$ cat src/rtl/output_drain_if.sv
// Stream bundle between the execute stage, the output drain and the pin-side consumer.
// The master view belongs to output_drain; the slave view belongs to whatever drives and consumes it.
interface output_drain_if;
  logic       out_valid;
  logic [2:0] reg_out;
  logic       halt_ex;
  logic [2:0] drain_data;
  logic       drain_valid;
  logic       drain_ready;

  modport master (
    input  out_valid, reg_out, halt_ex, drain_ready,
    output drain_data, drain_valid
  );

  modport slave (
    output out_valid, reg_out, halt_ex, drain_ready,
    input  drain_data, drain_valid
  );
endinterface

$ cat src/rtl/output_drain.sv
// Captures execute-stage output values into a small FIFO and presents them on a valid/ready
// port; raises a sticky done once the core has halted and every captured value has left.
module output_drain #(
  parameter int DEPTH = 8,
  parameter int CNT_W = 8
) (
  input  logic               clk,
  input  logic               rst_n,
  output_drain_if.master     stream,
  output logic               done,
  output logic               overflow,
  output logic [CNT_W-1:0]   delivered
);

  localparam int              AW       = (DEPTH > 1) ? $clog2(DEPTH) : 1;
  localparam logic [AW:0]     FULL_CNT = (AW + 1)'(DEPTH);

  typedef enum logic [1:0] {ST_RUN, ST_DRAIN, ST_DONE} state_t;

  state_t            state_reg, state_next;
  logic [2:0]        mem [DEPTH];
  logic [AW-1:0]     wr_ptr_reg, rd_ptr_reg;
  logic [AW:0]       count_reg, count_next;
  logic [CNT_W-1:0]  delivered_reg;
  logic              overflow_reg;
  logic              empty, push_req, push_ok, pop;

  assign empty    = (count_reg == '0);
  assign push_req = stream.out_valid && (state_reg != ST_DONE);
  assign pop      = !empty && stream.drain_ready;
  // A full FIFO still accepts a push when the head leaves in the same cycle.
  assign push_ok  = push_req && ((count_reg != FULL_CNT) || pop);

  always_comb begin
    count_next = count_reg;
    if (push_ok && !pop) begin
      count_next = count_reg + 1'b1;
    end else if (pop && !push_ok) begin
      count_next = count_reg - 1'b1;
    end
  end

  always_comb begin
    state_next = state_reg;
    done       = 1'b0;
    case (state_reg)
      ST_RUN: begin
        if (stream.halt_ex) state_next = ST_DRAIN;
      end
      ST_DRAIN: begin
        // A value still in flight keeps us draining for another cycle.
        if (empty && !push_req) state_next = ST_DONE;
      end
      ST_DONE: begin
        done = 1'b1;
      end
      default: state_next = ST_RUN;
    endcase
  end

  always_ff @(posedge clk or negedge rst_n) begin
    if (!rst_n) begin
      state_reg     <= ST_RUN;
      wr_ptr_reg    <= '0;
      rd_ptr_reg    <= '0;
      count_reg     <= '0;
      delivered_reg <= '0;
      overflow_reg  <= 1'b0;
    end else begin
      state_reg <= state_next;
      count_reg <= count_next;
      if (push_ok) wr_ptr_reg <= wr_ptr_reg + 1'b1;
      if (pop)     rd_ptr_reg <= rd_ptr_reg + 1'b1;
      if (pop && (delivered_reg != '1)) delivered_reg <= delivered_reg + 1'b1;
      if (push_req && !push_ok) overflow_reg <= 1'b1;
    end
  end

  always_ff @(posedge clk) begin
    if (push_ok) mem[wr_ptr_reg] <= stream.reg_out;
  end

  assign stream.drain_valid = !empty;
  assign stream.drain_data  = empty ? 3'b000 : mem[rd_ptr_reg];
  assign overflow           = overflow_reg;
  assign delivered          = delivered_reg;

endmodule

$ cat src/flat_wrapper.sv
// flat-port wrapper written by rule: the top's interface ports become plain ports
module output_drain_flat 
#(
  parameter int DEPTH = 8,
  parameter int CNT_W = 8
)
  (clk, rst_n, done, overflow, delivered, stream_out_valid, stream_reg_out, stream_halt_ex, stream_drain_ready, stream_drain_data, stream_drain_valid);
  output_drain_if stream_i ();
  input  logic clk;
  input  logic rst_n;
  output logic done;
  output logic overflow;
  output logic [CNT_W-1:0] delivered;
  input wire logic [$bits(stream_i.out_valid)-1:0] stream_out_valid;
  input wire logic [$bits(stream_i.reg_out)-1:0] stream_reg_out;
  input wire logic [$bits(stream_i.halt_ex)-1:0] stream_halt_ex;
  input wire logic [$bits(stream_i.drain_ready)-1:0] stream_drain_ready;
  output wire logic [$bits(stream_i.drain_data)-1:0] stream_drain_data;
  output wire logic [$bits(stream_i.drain_valid)-1:0] stream_drain_valid;
  assign stream_i.out_valid = stream_out_valid;
  assign stream_i.reg_out = stream_reg_out;
  assign stream_i.halt_ex = stream_halt_ex;
  assign stream_i.drain_ready = stream_drain_ready;
  assign stream_drain_data = stream_i.drain_data;
  assign stream_drain_valid = stream_i.drain_valid;
  output_drain #(.DEPTH(DEPTH), .CNT_W(CNT_W)) u_core (.clk(clk), .rst_n(rst_n), .stream(stream_i), .done(done), .overflow(overflow), .delivered(delivered));
endmodule
$ cat config.mk
export PLATFORM = sky130hd
export DESIGN_NAME = output_drain_flat
export DESIGN_NICKNAME = d
export VERILOG_FILES = /design/src/rtl/output_drain_if.sv /design/src/rtl/output_drain.sv /design/src/flat_wrapper.sv
export SDC_FILE = /design/constraint.sdc
export NUM_CORES = 1
export LEC_CHECK = 0
export CAP_MARGIN = 25
export CORE_AREA = 2 2 75 77
export DETAILED_ROUTE_END_ITERATION = 10
export DIE_AREA = 0 0 77 79
export DONT_BUFFER_PORTS = 1
export PLACE_DENSITY_LB_ADDON = 0.12
export SKIP_LAST_GASP = 1
export SYNTH_ARGS = -nofsm -noshare
export SYNTH_HDL_FRONTEND = slang
export SYNTH_SLANG_ARGS = --single-unit
$ cat constraint.sdc
create_clock -name clk -period 6.7 [get_ports clk]
set_input_delay 0.67 -clock clk [delete_from_list [all_inputs] [get_ports clk]]
set_output_delay 0.67 -clock clk [all_outputs]
set_load 0.02 [all_outputs]
==> impl_metrics.ini <==
[timing]
tns_ns = 0
hold_ws_ns = 0.0625
fin_skew_ns = 0.00314
relSlewSlack_pct = 50.8
rsz0062_at_grt = false
fin_crit_sh_pct = 44.7
setup_viol = 0
slew_violations = 0
worst_pin_slew_ns = 0.731
final.setup.worst_slack_ns = 3.71
timing.fmax_mhz = 334
finalHoldViolCount = 0
fin_crit_ns = 2.99

[logic_synthesis]
synthCells = 148
ys_seq_area_share_pct = 60.7
async_flop_share_pct = 46.7
syn-num-nets = 163
avgSynthCellArea_um2 = 13.9
yosys.cell_count.top_type = edfxtp_1
yosys_warnings = 0
synth_area_leaders = edfxtp_1 35%, dfrtp_1 26%, mux4_2 6.6%, ha_1 3.7%, xnor2_1 3.4%
synth-edff-count = 24
synth_common_cells = 24 x edfxtp_1, 21 x dfrtp_1, 15 x nand2_1
synth_area_um2 = 2050
yosys.area.top_type = edfxtp_1
yosys.area.top_type_share_pct = 35.1
synth_cell_types = 36
ys_seq_elements = 45
synth_ff_type = edfxtp_1

[power]
switchingPower_mw = 0.380
clkPwrFrac_pct = 16.9
sw_frac_of_total_pct = 38.8
internal-power_mw = 0.600
p_seq_share_pct = 51.4
peakVddDrop_mv = 0.184
leakagePower_nw = 0.845
total_power_mw = 0.979
comb_power_share_pct = 31.7
power_density_nw_per_um2 = 444

[grt]
grt_overflow = 0
grt_pass1_wl_um = 5800
antenna_found_initial = 0
gr-usage-all-layers_pct = 12.5
grt_max_degree = 22
grt_pass1_vias = 1160

[final_layout]
stdcell_area_um2 = 2210
largest_reg_flops = 24
fin_util_pct = 41.3
drive_gt1_share_pct = 18.5
stdcell_count = 223
diodes = 0
areaGrowthSynthToFinish_pct = 7.43
nets = 165

[setup_path]
path_max_fanout = 5
required_ns = 6.87
critical_path.startpoint = u_core.count_reg[0]
crit_chain = or3_4 -> or3_4 -> nand3_2 -> inv_2 -> ha_1 -> inv_1 -> ha_1 -> a21o_2 -> a2111oi_0 -> o31ai_1
path_buf_inv = 2
cp_slowest_cell = dfrtp_1
crit_family = simple AND/OR/NAND/NOR gates
arrival_ns = 3.16
crit_cells = 10
cpPeakStageDelay_ns = 0.44
r2r_slack_ns = 3.71
start_kind = flip-flop
critPathCaptureType = flip-flop
rr_worst_depth = 10
path_class = flip-flop to flip-flop
r2r-start = u_core.count_reg[0]

[job]
drv_cap = 0

[route]
antenna_left = 0
remaining_drc_errors = 0
drt_wl_total_um = 3510
post_drt_wl_per_cell_um = 15.7
first_pass_iters = 4
num_vias = 1115
viasPerCell = 5.00
drt-initial-drc-count = 99

[floorplanning]
die_w_um = 77
core_um2 = 5340
die_area_um2 = 6080
io_pins = 22
start_util_pct = 38.5
die_h_um = 79
num_rows = 27

[place]
place_hpwl_um = 2620
dpl_worst_slack_ns = 3.73
routabilityCongestion = 0.738
dp.cells = 215
port-buffer-count = 0
postPlaceCellArea_um2 = 2120

[cts]
cts_tree = yes
cts_root_buffer = clkbuf_8
clk-insertion-delay-late_ns = 0.29
cts_max_path_buffers = 2
cts_resized = 0
numCtsBuffers = 5
cts_setup_buffers = 0
cts_sinks = 45
cts_hold_buffers = 0
htreeDepth = 2
clk_pin_slew_worst_paths_ns = 0.08

[run_status]
status = finished, final reports clean

[worst_hold_path]
worstHoldPathType = input port to async pin
## cell families after synthesis
group / share of synthesized area [%]
AOI/OAI and AO/OA: 3.78
xor gates and xnor gates: 5.12
adders and majority gates: 4.63
buffers and inverters: 2.80
DFF: 60.7
muxes: 10.2
and+or+nand+nor: 12.8
## final timing paths
| check | to |
|---|---|
| setup / recovery | u_core.count_reg[3] |
| hold / removal | u_core.state_reg[0] |
| setup reg to reg | u_core.count_reg[3] |
| hold reg to reg | u_core.state_reg[0] |
| max in group asynchronous | u_core.wr_ptr_reg[0] |
| min in group clk | u_core.state_reg[0] |
## per-layer routing
layer	GRT usage (%)	vias up	part of all wire, %
li1	-	534	-
met1	14.8	559	44
met2	22.0	18	51
met3	3.64	4	4.3
met4	4.11	0	0.77
met5	0	-	0
## placed cells by master, fill, tap and decap left out, types with 2 or more instances in the layout
cell,netlist,final
mux4_2,6,6
dfrtp_1,21,21
mux2_2,3,3
ha_1,6,6
clkbuf_8,0,5
nor2_1,8,8
or3_4,2,2
nand2_1,15,15
a21oi_1,4,4
o21ai_0,2,2
mux2i_1,4,4
xnor2_1,8,8
nand2b_1,3,3
inv_2,2,2
inv_1,3,3
nor3_1,7,7
and3_1,3,3
edfxtp_1,24,24
a211oi_1,2,2
nand3_1,3,3
xor2_1,4,4
## layout make-up
type / instances / area (um^2)
Tap cell: 72 / 90.1
Sequential cell: 45 / 1250
Inverter: 6 / 30.0
Clock buffer: 5 / 68.8
Fill cell: 508 / 3130
Clock inverter: 3 / 21.3
Multi-Input combinational cell: 92 / 749
## power by group through the flow
stage	combinational, mW	sequential, mW	clock, mW
2_1_floorplan	0.290	0.465	0
3_3_place_gp	0.304	0.508	0
3_5_place_dp	0.313	0.513	0
4_1_cts	0.316	0.507	0.174
5_1_grt	0.344	0.520	0.186
6_report	0.310	0.503	0.166
Note: power is estimated with default switching activity, not from simulation.
